### config.mk
export PLATFORM = sky130hd
export DESIGN_NAME = isa_dispatch
export DESIGN_NICKNAME = d
export VERILOG_FILES = /design/src/rtl/isa_dispatch.sv
export SDC_FILE = /design/constraint.sdc
export NUM_CORES = 1
export LEC_CHECK = 0
export ABC_CLOCK_PERIOD_IN_PS = 9100
export CAP_MARGIN = 15
export CORE_ASPECT_RATIO = 2
export CORE_MARGIN = 2
export CORE_UTILIZATION = 50
export DETAILED_ROUTE_END_ITERATION = 16
export PLACE_DENSITY = 0.91
export SLEW_MARGIN = 30
export SYNTH_ARGS = -nofsm -noshare
export SYNTH_HDL_FRONTEND = slang
export SYNTH_SLANG_ARGS = --single-unit
### constraint.sdc
create_clock -name clk -period 9.1 [get_ports clk]
set_input_delay 1.82 -clock clk [delete_from_list [all_inputs] [get_ports clk]]
set_output_delay 1.82 -clock clk [all_outputs]
set_load 0.1 [all_outputs]
### src/rtl/isa_dispatch.sv
// Instruction sequencer: fetches and decodes one 32-bit instruction, then enables one execution unit
// until it finishes. The core stops on HALT, on an illegal opcode, or on a watchdog timeout.
module isa_dispatch #(
    parameter int N_UNITS         = 8,
    parameter int PC_WIDTH        = 16,
    parameter int RESET_PC        = 0,
    parameter int MAX_EXEC_CYCLES = 255
) (
    input  logic                clk,
    input  logic                rst,
    output logic [PC_WIDTH-1:0] imem_addr,
    output logic                imem_req,
    input  logic                imem_ack,
    input  logic [31:0]         imem_data,
    output logic [N_UNITS-1:0]  unit_en,
    input  logic [N_UNITS-1:0]  unit_finished,
    output logic [3:0]          r0,
    output logic [3:0]          r1,
    output logic [15:0]         imm,
    output logic [PC_WIDTH-1:0] pc,
    output logic                halted,
    output logic                trap,
    output logic [1:0]          trap_cause
);

    typedef enum logic [2:0] {
        S_FETCH,
        S_DECODE,
        S_EXEC,
        S_RELEASE,
        S_HALTED,
        S_TRAP
    } state_t;

    localparam logic [PC_WIDTH-1:0] PC_RESET = PC_WIDTH'(RESET_PC);
    localparam logic [PC_WIDTH-1:0] PC_ONE   = PC_WIDTH'(1);
    localparam logic [7:0]          WD_LAST  = 8'(MAX_EXEC_CYCLES - 1);

    state_t      state, state_nxt;
    logic [31:0] instr;
    logic [7:0]  opcode;
    logic [7:0]  wdog;
    logic        op_is_unit;
    logic        op_is_halt;
    logic        unit_done;
    logic        wdog_expired;

    assign opcode       = instr[31:24];
    assign op_is_halt   = (opcode == 8'hFF);
    assign op_is_unit   = (32'(opcode) < N_UNITS);
    // unit_en is one-hot on the current opcode, so this picks only that unit's flag.
    assign unit_done    = |(unit_finished & unit_en);
    assign wdog_expired = (wdog == WD_LAST);
    assign imem_addr    = pc;

    always_comb begin
        unit_en = '0;
        if (state == S_EXEC) begin
            for (int i = 0; i < N_UNITS; i++) begin
                unit_en[i] = (32'(opcode) == i);
            end
        end
    end

    always_comb begin
        state_nxt = state;
        case (state)
            S_FETCH:   if (imem_req && imem_ack) state_nxt = S_DECODE;
            S_DECODE: begin
                if (op_is_unit)      state_nxt = S_EXEC;
                else if (op_is_halt) state_nxt = S_HALTED;
                else                 state_nxt = S_TRAP;
            end
            S_EXEC: begin
                if (unit_done)         state_nxt = S_RELEASE;
                else if (wdog_expired) state_nxt = S_TRAP;
            end
            S_RELEASE: state_nxt = S_FETCH;
            default:   state_nxt = state;
        endcase
    end

    always_ff @(posedge clk) begin
        if (rst) begin
            state      <= S_FETCH;
            pc         <= PC_RESET;
            imem_req   <= 1'b0;
            r0         <= '0;
            r1         <= '0;
            imm        <= '0;
            halted     <= 1'b0;
            trap       <= 1'b0;
            trap_cause <= 2'd0;
            wdog       <= '0;
        end else begin
            state <= state_nxt;
            case (state)
                S_FETCH: begin
                    // Right after reset the request is still low; raise it before accepting an ack.
                    if (!imem_req) begin
                        imem_req <= 1'b1;
                    end else if (imem_ack) begin
                        instr    <= imem_data;
                        imem_req <= 1'b0;
                    end
                end
                S_DECODE: begin
                    r0  <= instr[23:20];
                    r1  <= instr[19:16];
                    imm <= instr[15:0];
                    if (!op_is_unit && op_is_halt) halted <= 1'b1;
                    if (!op_is_unit && !op_is_halt) begin
                        trap       <= 1'b1;
                        trap_cause <= 2'd1;
                    end
                end
                S_EXEC: begin
                    if (!unit_done) begin
                        if (wdog_expired) begin
                            trap       <= 1'b1;
                            trap_cause <= 2'd2;
                        end else begin
                            wdog <= wdog + 8'd1;
                        end
                    end
                end
                S_RELEASE: begin
                    pc       <= pc + PC_ONE;
                    wdog     <= '0;
                    imem_req <= 1'b1;
                end
                default: ;
            endcase
        end
    end

endmodule
### Yosys cells after proc, flatten, opt, wreduce, memory -nomap -nowiden

Index checks and enable logic that the tools add are counted.

* register bits: 88
* latch bits: 0
* memory bits (writable): 0
* memory bits (read-only): 0
* output and inout port bits: 69
* memories kept: 0

* add/subtract/negate cells: 2
* multiply operators: 0
* divide/modulo/power cells: 0
* magnitude comparators: 1
* eq/ne operators: 18
* shift-type cells: 0
* multiplexer cells: 21
* bitwise gates (word level): 2
* reductions and logical operators: 17

Operators with widths (count)
* 8-bit by 3-bit equality test with 1-bit output (second input constant): 4
* 8-bit 2-to-1 mux: 3
* 16-bit by 1-bit adder with 16-bit output (second input constant): 1
* 8-bit by 2-bit equality test with 1-bit output (second input constant): 2
* 8-bit equality test (second input constant): 2
* 8-bit case mux with 2 select lines: 1
* 3-bit 2-to-1 mux: 4
* 3-bit case mux with 4 select lines: 1
* 2-bit inequality test (second input constant): 5
* 8-bit by 1-bit adder with 8-bit output (second input constant): 1
* 8-bit bitwise AND: 1
* 8-bit by 1-bit equality test with 1-bit output (second input constant): 1
* 8-bit zero test: 1
* 8-bit by 4-bit < comparator with 1-bit output (second input constant): 1
* 4-bit AND reduction: 2
* 8-bit OR reduction: 1
* 3-bit by 2-bit equality test with 1-bit output (second input constant): 2
* 1-bit 2-to-1 mux: 6
* 2-bit 2-to-1 mux: 3
* 3-bit AND reduction: 2
* 2-bit nonzero test: 3
* 1-bit case mux with 2 select lines: 2
* 2-bit case mux with 2 select lines: 1
* 4-bit nonzero test: 1
* 7 further kinds: 10

### Longest topological paths before layout

Gate-level depths: netlist of run 1.

* depth after elaboration: 6
* depth in mapped cells: 8
* mapped depth without buffers: 7

### Worst setup path after synthesis of run 1

Ideal clock, no wire load.

* kind: flip-flop to output port
* from: register instr[27]
* to: output unit_en[0]
* arrival: 3.131 ns
* data required time: 7.280 ns
* path slack: 4.149 ns
* cell stages (with the launch flop): 5
* path buffers: 0
* cell sequence: edfxtp_1 -> nor3_1 -> nand2_1 -> or3_1 -> nor3_1

* cells in the longest elaborated chain, start to end: 2

RTL lines
* from (decl): RTL line 40 `logic [31:0] instr;`
* from (signal assigned): RTL line 103 `instr <= imem_data;`
* 8-bit zero test: RTL line 60 `unit_en[i] = (32'(opcode) == i);`
* 8-bit 2-to-1 mux: RTL line 58 `if (state == S_EXEC) begin`
* to (decl): RTL line 15 `output logic [N_UNITS-1:0] unit_en,`

Every way passes these cells.

### Worst setup path after layout of run 1

* from: register instr[27]
* to: output unit_en[4]

* cells in the longest elaborated chain, start to end: 2

RTL lines (RTL line)
* 8-bit by 3-bit equality test with 1-bit output: 60
* 8-bit 2-to-1 mux: 58

Every way passes these cells.

==> results.md, run 1 <==
- Layout cell share with drive strength beyond 1: 0.04846
- Worst Setup Start Kind: register
- Final TNS setup: 0 ns
- Power Total: 0.8533 mW
- CP bufs+invs: 1
- Achievable frequency: 211.7 MHz
- M1 GR Usage: 0.1944
- Grt met2 use: 0.4039
- PortBufs: 111
- Total gr overflow: 0
- DR vias: 2854
- Min Tclk post-route: 4.724 ns
- Warnings from Yosys: 0
- Area of the die: 7859 um2
- Starting density of the core: 0.5134
- Max Cap Viol: 0
- CP delay by family, top: buffers and inverters
- Tightest Hold Check Type: reg -> reg
- CTS clk-pin slew, worst paths: 0.06 ns
- CTS Buf Count: 9
- Outcome: finished clean
- Slowest stage delay, CP: 1.16 ns
- Worst Tran Pin Value: 1.032 ns
- Top Usage Layer GRT: met2
- # IOs: 112
- Top cell type's share of synthesized area: 0.3146
- Worst R2R Path Depth: 6
- Hold Path Depth: 2
- Largest net degree at the start of global routing: 54
- GRT Total Usage: 0.2141
- Pre-antenna DRT Iters: 4
- DRC viols: 0
- Cells after DPL: 528
- Fin Clk Skew: 0.005859 ns
- Power Density: 174.9 nW/um2
- Largest cells by area after synthesis: dfxtp_1, edfxtp_1, nand2_1
- RSZ-0062 raised after global routing: false
- CTS tree: done
- Post-synthesis sequential area ratio: 0.5843
- Cells along the critical path: nor3_1 -> nand2_1 -> or3_1 -> nor3_1 -> clkdlybuf4s50_1
- DR iter-0 viols: 106
- Lkg Pwr: 1.655 nW
- Final Slew Violations: 0
- Mapped cell area: 3563 um2
- Area leader, netlist: dfxtp_1
- Synthesized Nets: 404
- Max-slew headroom: 0.3101
- H-tree Lvls: 3
- Commonest non-fill, non-tap cells in the layout: clkdlybuf4s50_1, nand2_1, dfxtp_1
- # diodes: 0
- Hold Buf Count CTS: 0
- Post-DRT Antenna Nets: 0
- Syn_area_per_cell: 9.954 um2
- Post-CTS Setup Bufs: 0
- Number of synthesized register bits: 88
- First-pass GRT wire length: 12770 um
- Final hold vios: 0
- Nets: 495
- Crit path kind: reg -> out
- FP Rows: 43
- Post-CTS resize count: 0
- Clock Tree Buf Depth: 2
- # setup viols final: 0
- Worst path depth: 5
- Synth Instances: 358
- Core footprint: 6940 um2
- Die Ht: 123.4 um
- EDFF count, synth: 32
- Top_reg_cell synth: dfxtp_1
- CP dominant cell by count: nor3_1
- DPL Wire Length: 5770 um
- Ys async rst share: 0
- GR Util met3: 0.06187
- Initial antenna violation count: 0
- Crit. End Element: output pin
- Crit path max-delay cell type: clkdlybuf4s50_1
- Commonest non-fill, non-tap cell in the layout: clkdlybuf4s50_1
- Vias in the first global route: 2864
- Peak fanout along the critical path: 8
- Clock sink count: 88
- DR vias/cell: 5.246
- Average wire per standard cell: 14.62 um
- Area delta synth->final: 36.87%
- Post-synth cell types: 43
- Final WL: 7952 um
- Die X: 63.70 um
- WP data arrival: 2.90 ns
- Clock Tree Root: clkbuf_16
- Fin cells: 544
- Worst-Skew Late Latency: 0.34 ns
- Final cycle utilization of the critical path: 0.5191
- Placer Congestion: 0.8028
- Worst path required time: 7.28 ns
- Peak supply drop: 0.1611 mV
==> synth_stat cells, types with 2 or more instances <==
cell type and instances:
a21oi_1 39, and3_1 2, and4_1 2, buf_4 16, buf_6 2, clkbuf_1 13
dfxtp_1 56, edfxtp_1 32, ha_1 3, inv_1 6, mux2i_1 3, nand2_1 67
nand2b_1 5, nand3_1 11, nand4_1 5, nor2_1 31, nor2b_1 3, nor3_1 10
o21a_1 6, o21ai_0 6, or3_1 5, xnor2_1 6, xor2_1 9
==> through the flow <==
| step | util | instance area, um2 | hold WS, ns | worst slack, ns |
|---|---|---|---|---|
| finish | 0.7027 | 4877 | 0.4535 | 4.376 |
| global route | 0.7027 | 4877 | 0.4757 | 4.236 |
| global placement | 0.6625 | 4598 | 0.4424 | 4.830 |
| CTS | 0.7022 | 4873 | 0.4558 | 4.357 |
| floorplan | - | 3563 | 0.4709 | 4.149 |
| detailed placement | 0.6625 | 4598 | 0.4474 | 4.729 |
==> per-layer routing <==
metal,up-vias,wire length [um]
li1,1394,-
met1,1345,2732
met2,92,4500
met3,23,391
met4,0,327
met5,-,0
==> cell type report <==
| type | instances | area [um2] |
|---|---|---|
| Inverter | 6 | 22.52 |
| Fill cell | 535 | 2063 |
| Tap cell | 90 | 112.6 |
| Clock inverter | 4 | 28.78 |
| Clock buffer | 12 | 246.5 |
| Multi-Input combinational cell | 232 | 1269 |
| Sequential cell | 88 | 2082 |
| Timing Repair Buffer | 112 | 1116 |
==> state kept, by name (all words and copies together), names as in the netlist, 2 cells and up <==
| signal | flops |
|---|---|
| instr | 32 |
| imem_addr | 16 |
| imm | 16 |
| wdog | 8 |
| r0 | 4 |
| r1 | 4 |
| state | 3 |
| trap_cause | 2 |
==> report_power, final <==
part	total, mW	leakage, nW	internal [mW]	switching, mW
registers	0.425	0.744	0.419	0.00637
logic	0.0910	0.780	0.0311	0.0599
clock network	0.337	0.131	0.193	0.144
total	0.853	1.66	0.643	0.210
==> path summary, 6_finish.rpt <==
kind | startpoint | to | slack [ns]
worst max-delay path | instr[27] | unit_en[4] | 4.38
worst min-delay path | r1[3] | r1[3] | 0.45
worst max register to register | instr[24] | wdog[5] | 6.90
worst min register to register | r1[3] | r1[3] | 0.45
==> tightest hold or removal path, cell delays in order (launching register included) <==
cell and delay, ns:
dfxtp_1 0.31, nand2_1 0.05, a21oi_1 0.05
==> logic make-up after synthesis <==
logic type | count (synthesis) | synth area share
buf+inv | 38 | 0.06145
mux | 4 | 0.01264
simple gates | 148 | 0.1921
compound gates | 62 | 0.1022
flops | 88 | 0.5843
xor+xnor | 15 | 0.03687
fa+ha+maj | 3 | 0.01053
Note: power is estimated with default switching activity, not from simulation.
==> run 2, diff against run 1 <==
--- a/config.mk
+++ b/config.mk
@@ -5,13 +5,13 @@
 export SDC_FILE = /design/constraint.sdc
 export NUM_CORES = 1
 export LEC_CHECK = 0
-export ABC_CLOCK_PERIOD_IN_PS = 9100
+export ABC_CLOCK_PERIOD_IN_PS = 4600
 export CAP_MARGIN = 15
 export CORE_ASPECT_RATIO = 2
 export CORE_MARGIN = 2
-export CORE_UTILIZATION = 50
+export CORE_UTILIZATION = 46
 export DETAILED_ROUTE_END_ITERATION = 16
-export PLACE_DENSITY = 0.91
+export PLACE_DENSITY = 0.85
 export SLEW_MARGIN = 30
 export SYNTH_ARGS = -nofsm -noshare
 export SYNTH_HDL_FRONTEND = slang
==> constraint.sdc (replaced) <==
create_clock -name clk -period 4.6 [get_ports clk]
set_input_delay 0.92 -clock clk [delete_from_list [all_inputs] [get_ports clk]]
set_output_delay 0.92 -clock clk [all_outputs]
set_load 0.1 [all_outputs]
==> run 2 against run 1 <==
  * Critical path depth did not move
  * Global-route usage fell by 2.4 points
  * Sequential cell count did not move
  * Clock power rose by 130%
  * Largest cell class unchanged
  * Combinational power rose by 97%
  * Clock skew fell by 0.0016 ns
  * Power rose by 110%
==> results.md, run 2 (same netlist as run 1, synthesis figures left out) <==
- Core footprint: 7545 um2
- DR vias/cell: 5.150
- Initial antenna violation count: 0
- Clock Tree Root: clkbuf_16
- Post-DRT Antenna Nets: 0
- Lkg Pwr: 1.681 nW
- Commonest non-fill, non-tap cells in the layout: clkdlybuf4s50_1, nand2_1, dfxtp_1
- Nets: 495
- Layout cell share with drive strength beyond 1: 0.05507
- Starting density of the core: 0.4723
- # diodes: 0
- # IOs: 112
- Fin Hold WS: 0.4559 ns
- Final hold vios: 0
- Placer Congestion: 0.8009
- Max reg flops: 32
- Achievable frequency: 259.1 MHz
- Final TNS setup: 0 ns
- First-pass GRT wire length: 12490 um
- Filler cell count: 644
- Total gr overflow: 0
- Clock sink count: 88
- GRT Total Usage: 0.1905
- Area of the die: 8509 um2
- Post-CTS Setup Bufs: 0
- Tightest Hold Check Type: reg -> reg
- H-tree Lvls: 3
- Final Slew Violations: 0
- Max-slew headroom: 0.3121
- # setup viols final: 0
- Crit. End Element: output pin
- PortBufs: 111
- Peak supply drop: 0.2949 mV
- CTS tree: done
- Outcome: finished clean
- Final WL: 7770 um
- CTS Buf Count: 9
- Worst-Skew Late Latency: 0.33 ns
- DRC viols: 0
- Cells after DPL: 532
- FP Rows: 45
- RSZ-0062 raised after global routing: false
- Die Ht: 128.5 um
- Power Total: 1.793 mW
- Crit path kind: reg -> out
- Fin Clk Skew: 0.004261 ns
- Peak fanout along the critical path: 8
- Worst path required time: 3.68 ns
- Largest reg by FF count: instr
- Fin cells: 548
- WP data arrival: 2.94 ns
- Largest net degree at the start of global routing: 54
- Pre-antenna DRT Iters: 4
- CTS clk-pin slew, worst paths: 0.06 ns
- Die X: 66.24 um
- Commonest non-fill, non-tap cell in the layout: clkdlybuf4s50_1
- Clock Tree Buf Depth: 2
- Min Tclk post-route: 3.860 ns
- Power Density: 364.2 nW/um2
- Post-CTS resize count: 0
- Worst Tran Pin Value: 1.029 ns
- Vias in the first global route: 2775
- DPL Wire Length: 5490 um
- Average wire per standard cell: 14.18 um
- Area delta synth->final: 38.13%
- Max Cap Viol: 0
- DR iter-0 viols: 100
- DR vias: 2822
- Final cycle utilization of the critical path: 0.8391
- Worst Setup Start Kind: register
- Hold Buf Count CTS: 0
[run 2: cell types whose count changed in the layout (fill, tap and decap cells not counted), sizes merged]
| cell | before | now |
|---|---|---|
| clkbuf | 12 | 9 |
| buf | 2 | 4 |
| bufinv | 0 | 2 |
| clkdlybuf4s50 | 110 | 108 |
| clkinv | 2 | 3 |
[run 2: final timing paths]
check / from / end / slack (ns) / cells after the start
setup / recovery: instr[27] / unit_en[1] / 0.74 / 5
hold reg to reg: r0[1] / r0[1] / 0.46 / 2
hold / removal: r0[1] / r0[1] / 0.46 / 2
setup reg to reg: instr[24] / wdog[5] / 2.42 / 6
[run 2: layer usage]
| layer | GRT usage | up-vias | wire length [um] |
|---|---|---|---|
| met3 | 0.04458 | 15 | 366 |
| met1 | 0.1952 | 1331 | 2840 |
| met4 | 0.08163 | 0 | 167 |
| met5 | 0 | - | 0 |
| li1 | - | 1392 | - |
| met2 | 0.3553 | 84 | 4394 |
[run 2: layout make-up]
cell class | count | area (um2) | area share
flip-flops and latches | 88 | 2082 | 0.4230
multi-input cells | 232 | 1269 | 0.2578
repair buffers | 112 | 1111 | 0.2257
clock buffers | 9 | 225.2 | 0.04575
well taps | 94 | 117.6 | 0.02389
clock inverters | 7 | 95.09 | 0.01932
inverters | 6 | 22.52 | 0.004575
[run 2: power by group]
group	switching (mW)	internal [mW]	total [mW]
registers	0.0127	0.829	0.842
clock network	0.295	0.476	0.772
logic	0.118	0.0615	0.179
total	0.426	1.37	1.79
[run 2: worst max-delay path, cell delays in order, from the launching register on]
cell and delay, ns:
edfxtp_1 0.41, nor3_1 0.25, nand2_1 0.24, or3_1 0.43, nor2_1 0.13, clkdlybuf4s50_1 1.13
[run 2: metrics by stage]
stage / instance area (um2) / utilization / setup slack [ns]
floorplan: 3563 / - / 0.5485
global placement: 4598 / 0.6095 / 1.246
detailed placement: 4598 / 0.6095 / 1.202
CTS: 4918 / 0.6519 / 0.7152
global route: 4922 / 0.6524 / 0.6310
finish: 4922 / 0.6524 / 0.7399
==> run 3, diff against run 2 <==
--- a/config.mk
+++ b/config.mk
@@ -5,13 +5,13 @@
 export SDC_FILE = /design/constraint.sdc
 export NUM_CORES = 1
 export LEC_CHECK = 0
-export ABC_CLOCK_PERIOD_IN_PS = 4600
+export ABC_CLOCK_PERIOD_IN_PS = 3550
 export CAP_MARGIN = 15
 export CORE_ASPECT_RATIO = 2
 export CORE_MARGIN = 2
-export CORE_UTILIZATION = 46
+export CORE_UTILIZATION = 42
 export DETAILED_ROUTE_END_ITERATION = 16
-export PLACE_DENSITY = 0.85
+export PLACE_DENSITY = 0.82
 export SLEW_MARGIN = 30
 export SYNTH_ARGS = -nofsm -noshare
 export SYNTH_HDL_FRONTEND = slang
==> constraint.sdc (replaced) <==
create_clock -name clk -period 3.55 [get_ports clk]
set_input_delay 0.71 -clock clk [delete_from_list [all_inputs] [get_ports clk]]
set_output_delay 0.71 -clock clk [all_outputs]
set_load 0.1 [all_outputs]
==> run 3 against run 2 <==
  * First-iteration DRC count rose by 13%
  * Clock skew is 0.0034 ns higher
  * Critical path type unchanged
  * Combinational power rose by 31%
  * Global-route usage shrank 1.7 points
==> results.md, run 3 (same netlist as run 1, synthesis figures left out) <==
- Outcome: finished clean
- Worst-Skew Late Latency: 0.33 ns
- Largest net degree at the start of global routing: 33
- Peak fanout along the critical path: 8
- Clock sink count: 88
- Core footprint: 8233 um2
- DPL Wire Length: 5697 um
- CP Capture Point: unit_en[1]
- Post-CTS resize count: 0
- H-tree Lvls: 3
- Die X: 69.13 um
- Met3 WL post-DR: 305 um
- Post-CTS Setup Bufs: 0
- Util after Layout: 0.5932
- Power Density: 445.8 nW/um2
- Crit. End Element: output pin
- Final cycle utilization of the critical path: 0.7564
- Power Total: 2.177 mW
- Peak supply drop: 0.3322 mV
- Achievable frequency: 372.4 MHz
- DR iter-0 viols: 113
- Placer Congestion: 0.8000
- GRT Total Usage: 0.1732
- Final WL: 7742 um
- Min Tclk post-route: 2.685 ns
- R2r setup slk: 1.35 ns
- Lkg Pwr: 1.686 nW
- Worst Tran Pin Value: 1.012 ns
- WP data arrival: 1.98 ns
- # setup viols final: 0
- DR vias/cell: 5.116
- Top layer in use: met4
- CTS Buf Count: 9
- Commonest non-fill, non-tap cell in the layout: clkdlybuf4s50_1
- Nets: 497
- Wl on met1: 2768 um
- Vias in the first global route: 2781
- Worst path required time: 2.84 ns
- Final TNS setup: 0 ns
- R2R Path End: wdog[5]
- Final hold vios: 0
- First-pass GRT wire length: 12850 um
- Pre-antenna DRT Iters: 5
- Layout cell share with drive strength beyond 1: 0.07895
- Filler cell count: 700
- Worst Setup Start Kind: register
- # IOs: 112
- DR vias: 2834
- PortBufs: 111
- CTS clk-pin slew, worst paths: 0.06 ns
- Tightest Hold Check Type: reg -> reg
- Initial antenna violation count: 0
- Starting density of the core: 0.4328
- Max-slew headroom: 0.3232
- Worst R2R Path Depth: 6
- Average wire per standard cell: 13.97 um
- Fin Clk Skew: 0.007692 ns
- Hold Buf Count CTS: 0
- # diodes: 0
- Total gr overflow: 0
- Area of the die: 9281 um2
- FP Rows: 47
- Area delta synth->final: 37.04%
- Max reg flops: 32
- Largest reg by FF count: instr
- Final WS setup: 0.8647 ns
- Max Cap Viol: 0
- Post-DRT Antenna Nets: 0
- Clock Tree Buf Depth: 2
- Worst hold start: r0[3]
- Final Slew Violations: 0
- Worst R2R Start: instr[24]
- Post-Place Setup Slack: 0.8220 ns
- Clock Tree Root: clkbuf_16
- CTS tree: done
- DR WL met2: 4502 um
- DRC viols: 0
- Crit path kind: reg -> out
- Die Ht: 134.3 um
- Commonest non-fill, non-tap cells in the layout: clkdlybuf4s50_1, nand2_1, dfxtp_1
- Critical path origin: instr[27]
- RSZ-0062 raised after global routing: false
[run 3: changes by cell type in the layout (fill, tap and decap cells not counted), moves of 2 or more]
cell / change
bufinv_16: -2
clkdlybuf4s50_1: -9
clkbuf_1: +3
buf_4: +10
clkinv_1: -2
nor3_1: -2
[run 3: worst min path at each step]
stage | to | slack (ns) | cells after the start
final | r0[3] | 0.46 | 2
after global routing | imm[10] | 0.48 | 2
after CTS | r0[3] | 0.46 | 2
after detailed placement | imm[12] | 0.45 | 2
after global placement | imm[7] | 0.44 | 2
after floorplan | wdog[7] | 0.47 | 2
[run 3: cell type report]
class                           instances  area (um2)  share of cell area
Clock buffer                           14       255.2             0.05227
Clock inverter                          2       16.27            0.003331
Sequential cell                        88        2082              0.4263
Inverter                                6       22.52            0.004612
Tap cell                               98       122.6             0.02511
Timing Repair Buffer                  114        1101              0.2255
Multi-Input combinational cell        232        1284              0.2629
[run 3: worst max-delay path, cell delays in order (launching register included)]
cell and delay [ns]:
edfxtp_1 0.38, nor3_1 0.19, nand2_1 0.20, or3_1 0.43, nor2_1 0.14, buf_4 0.30
[run 3: metrics by stage]
stage          hold slack [ns]  cells  cell area, um2
2_1_floorplan           0.4709    358            3578
3_5_place_dp            0.4499    538            4612
3_3_place_gp            0.4416    538            4612
5_1_grt                 0.4849    554            4883
6_report                0.4569    554            4883
4_1_cts                 0.4617    554            4883
[run 3: routing by layer]
metal / GRT usage / vias up
li1: - / 1395
met1: 0.1688 / 1345
met2: 0.3275 / 81
met3: 0.04508 / 13
met4: 0.08824 / 0
met5: 0 / -
[run 3: report_power, final]
part / switching, mW / leakage (nW) / internal, mW
Clock: 0.355 / 0.130 / 0.498
Sequential: 0.0165 / 0.744 / 1.07
Combinational: 0.153 / 0.812 / 0.0805
==> variant 1 (flow settings as in run 3) <==
`PC_WIDTH`: 16 -> 32.
--- a/src/rtl/isa_dispatch.sv
+++ b/src/rtl/isa_dispatch.sv
@@ -4,3 +4,3 @@
     parameter int N_UNITS         = 8,
-    parameter int PC_WIDTH        = 16,
+    parameter int PC_WIDTH        = 32,
     parameter int RESET_PC        = 0,
Interface: changed (resized imem_addr and pc); port bits go from 112 to 144. The function was not compared with the original's and may differ.
==> variant 1 against run 3 <==
Total power up 26%. Register-to-register slack worse by 200 ps. Worst setup slack got worse by 53 ps. Cell area grew 23%. Global-route usage rose by 0.63 points. Wire length rose by 32%. Sequential cell count up 16. Area after synthesis increased by 23%. First-iteration DRC count up 5.3%. Critical endpoint is now pc[0].
==> variant 1: results <==
[status]
outcome = finished clean

[placement]
detailed_place.area_mm2 = 0.00568
globalplace.congestion = 0.808
dp_worst_setup_slack_ps = 829
hpwl_um = 7520
numPortBuffers = 143

[synthesis]
ys_top_cells_by_area = sky130_fd_sc_hd__dfxtp_1 33%, sky130_fd_sc_hd__edfxtp_1 22%, sky130_fd_sc_hd__nand2_1 6.2%
synth.cells.most_frequent = 72 x sky130_fd_sc_hd__dfxtp_1, 72 x sky130_fd_sc_hd__nand2_1, 48 x sky130_fd_sc_hd__nor2_1
seq_area_frac_synth_pct = 54.7
synth_cell_type_count = 47

[worst_hold_path]
timing.hold.worst_endpoint = imm[0]
holdCritStartpoint = imm[0]

[critical_path]
critical_path.reg2reg.endpoint = imem_addr[31]
cp_slowest_stage_delay_ps = 1200
r2r_setup_slack_ps = 1150
timing.critical_path.slowest_stage_cell = sky130_fd_sc_hd__clkdlybuf4s50_1
worst_r2r_startpoint = state[2]
critical_path.max_fanout = 7
worst_ep_arrival_time_ps = 2030

[drt]
drtIter0Drc = 119
detailroute.via_count = 3657
drt_pass1_iterations = 4
wl_per_cell_um = 14.4

[sta]
final.hold.worst_slack_ps = 458
timing.clock.skew_ps = 10.1
achievable-frequency_ghz = 0.365

[global_routing]
grt_pass1_vias = 3560
grt_use_met1_pct = 18.4
largest_net_degree_at_the_start_of_global_routing = 54
total_global_routing_track_utilization_pct = 18.0

[pwr]
max-vdd-ir-drop_v = 0.000401
leakagePower_nw = 2.07

[layout]
filler_cell_count = 904
variant 1: cells by family (layout without fill, tap and decap cells):
logic type / after synthesis / in the layout / share of synthesized area (%)
buf+inv: 57 / 169 / 7.72
mux: 4 / 4 / 0.968
fa+ha+maj: 3 / 3 / 0.855
compound gates: 67 / 67 / 8.80
flops: 104 / 104 / 54.7
xor+xnor: 28 / 28 / 5.58
simple gates: 198 / 198 / 21.4
variant 1: final cells by class:
class	instances	area, um^2	area share (%)
clock inverter	6	80.1	1.33
inverter	7	26.3	0.437
sequential	104	2400	40.0
clock buffer	10	250	4.16
tap	135	169	2.81
multi-input combinational	300	1670	27.8
timing repair buffer	146	1410	23.5
variant 1: worst max path at each step:
stage | startpoint | endpoint | slack (ps) | depth (start not counted)
floorplan | imem_req | instr[0] | 320 | 3
global placement | unit_finished[2] | wdog[1] | 880 | 7
detailed placement | unit_finished[2] | wdog[1] | 830 | 7
CTS | imem_addr[0] | pc[0] | 780 | 1
global route | state[2] | unit_en[0] | 650 | 5
finish | imem_addr[0] | pc[0] | 810 | 1
variant 1: routing by layer:
layer	part of all wire, %	vias to the layer above
met3	4.9	14
met5	0	-
li1	-	1770
met2	57	122
met4	1.9	0
met1	36	1751
variant 1: power breakdown:
group / leakage [nW] / internal [mW] / switching (mW)
Sequential: 0.873 / 1.27 / 0.0295
Clock: 0.160 / 0.607 / 0.459
Combinational: 1.03 / 0.111 / 0.262
variant 1: per-stage QoR:
stage | utilization (%) | cells | total power [mW]
floorplan | - | 461 | 1.58
global placement | 56.0 | 692 | 1.69
detailed placement | 56.0 | 692 | 1.70
CTS | 59.2 | 708 | 2.77
global route | 59.2 | 708 | 2.84
finish | 59.2 | 708 | 2.74
==> variant 2 (settings of run 3) <==
Made on the original files. Re-encode `state_t` (6 states) as one-hot, 6 bits wide.
--- a/src/rtl/isa_dispatch.sv
+++ b/src/rtl/isa_dispatch.sv
@@ -25,9 +25,9 @@
 
-    typedef enum logic [2:0] {
-        S_FETCH,
-        S_DECODE,
-        S_EXEC,
-        S_RELEASE,
-        S_HALTED,
-        S_TRAP
+    typedef enum logic [5:0] {
+        S_FETCH   = 6'b000001,
+        S_DECODE  = 6'b000010,
+        S_EXEC    = 6'b000100,
+        S_RELEASE = 6'b001000,
+        S_HALTED  = 6'b010000,
+        S_TRAP    = 6'b100000
     } state_t;
Check against the original RTL: no difference found for any inputs over 10 cycles, from zero or initial values and one cycle with rst high; not proved beyond that.
==> variant 2 against run 3 <==
Largest cell class unchanged. Combinational power grew 81%. Sequential cell count grew 3. Core utilization shrank 0.78 points. Non-clock buffer count shrank 2. Synthesized cell count grew 6.4%. Total power grew 17%. Critical path depth is the same. Area after synthesis grew 4.7%. Via count grew 6.4%. Worst setup slack lost 400 ps. Maximum frequency shrank 13%. Wire length grew 11%. Cell area grew 3.7%.
==> variant 2: results <==
[status]
outcome = finished clean

[placement]
hpwl_um = 6250
globalplace.congestion = 0.792
detailed_place.area_mm2 = 0.00477

[critical_path]
r2r_cells = 5
critical_path.reg2reg.endpoint = imem_addr[15]
worst_r2r_startpoint = state[5]
worst_ep_arrival_time_ps = 2370
critical_path.max_fanout = 5
timing.critical_path.slowest_stage_cell = sky130_fd_sc_hd__or4_4
cp_slowest_stage_delay_ps = 600

[synthesis]
syn-num-nets = 427
synth_cell_type_count = 45
synth.cells.most_frequent = 69 x sky130_fd_sc_hd__nand2_1, 59 x sky130_fd_sc_hd__dfxtp_1, 39 x sky130_fd_sc_hd__a21oi_1
async_reset_ff_share_pct = 0
number_of_synthesized_flops_with_an_enable_pin = 32
seq_area_frac_synth_pct = 57.4
ys_top_cells_by_area = sky130_fd_sc_hd__dfxtp_1 32%, sky130_fd_sc_hd__edfxtp_1 26%, sky130_fd_sc_hd__nand2_1 6.9%

[worst_hold_path]
holdCritStartpoint = imm[9]
timing.hold.worst_path_depth = 2
timing.hold.worst_endpoint = imm[9]

[global_routing]
largest_net_degree_at_the_start_of_global_routing = 59
grt_pass1_wl_um = 14000
grt_pass1_vias = 3123
total_global_routing_track_utilization_pct = 18.5

[pwr]
max-vdd-ir-drop_v = 0.000355
power.switching_fraction_pct = 27.9
leakagePower_nw = 1.64

[clocking]
root_buffer = sky130_fd_sc_hd__clkbuf_16
h-tree-depth = 3

[drt]
detail_route.drc_violations = 0
detailroute.via_count = 3014
drtIter0Drc = 215
wl_per_cell_um = 14.9

[layout]
filler_cell_count = 767
final_net_count = 518
drive_gt1_share_pct = 7.76

[sta]
final.hold.worst_slack_ps = 454
worst_slew_pin_slew_ps = 1030
timing.clock.skew_ps = 4.74
variant 2: cell count changes in the layout (fill, tap and decap cells not counted), moves of 3 or more:
cell                      delta
sky130_fd_sc_hd__inv_1       +7
sky130_fd_sc_hd__o21a_1      -6
sky130_fd_sc_hd__mux2i_1     +3
sky130_fd_sc_hd__xnor2_1     +6
sky130_fd_sc_hd__nor3_1      +3
sky130_fd_sc_hd__xor2_1      -8
sky130_fd_sc_hd__nor4_1      +6
sky130_fd_sc_hd__buf_4       -3
sky130_fd_sc_hd__dfxtp_1     +3
variant 2: worst max path at each step:
stage	from	endpoint	slack (ps)	cells after the start
CTS	state[5]	unit_en[0]	460	5
finish	state[5]	unit_en[0]	470	5
floorplan	state[5]	unit_en[1]	80	4
detailed placement	state[5]	unit_en[0]	830	5
global placement	state[5]	unit_en[0]	900	5
global route	state[5]	unit_en[0]	400	5
variant 2: tightest hold or removal path, delay by kind of cell (launching register included):
| family | cells | cell delay, ps |
|---|---|---|
| flip-flops | 1 | 310 |
| AND/OR/NAND/NOR | 1 | 50 |
| AO/OA/AOI/OAI | 1 | 50 |
variant 2: logic make-up (layout without fill, tap and decap cells):
logic type,count (synthesis),count (layout),share of synthesized area [%]
flops,91,91,57.4
buf+inv,45,141,6.67
simple gates,167,167,22.0
xor+xnor,13,13,3.05
mux,6,6,1.61
fa+ha+maj,3,3,1.01
compound gates,56,56,8.31
variant 2: layout make-up:
cell class / instances / area, um^2 / area share, %
clock buffer: 10 / 229 / 4.52
clock inverter: 6 / 65.1 / 1.29
inverter: 13 / 48.8 / 0.964
multi-input combinational: 245 / 1360 / 26.8
sequential: 91 / 2140 / 42.3
tap: 100 / 125 / 2.47
timing repair buffer: 112 / 1090 / 21.6
variant 2: metal layers:
layer	routed length [um]	track usage, %	vias up
li1	-	-	1482
met1	2820	17.9	1411
met2	4990	35.3	97
met3	440	3.66	24
met4	344	11.4	0
met5	0	0	-
variant 2: through the flow:
stage               utilization (%)  instances  total power, mW  worst slack [ps]
floorplan                         -        381             1.50              79.1
global placement               55.1        561             1.61               899
detailed placement             55.1        561             1.63               828
CTS                            58.5        577             2.56               464
global route                   58.5        577             2.64               400
finish                         58.5        577             2.54               467
variant 2: power by group through the flow:
stage                     registers, mW  clock network [mW]  logic (mW)
after floorplan                    1.35                   0       0.147
after global routing               1.19                1.00       0.450
after detailed placement           1.21                   0       0.423
final                              1.18               0.930       0.424
after global placement             1.20                   0       0.413
after CTS                          1.18               0.952       0.425
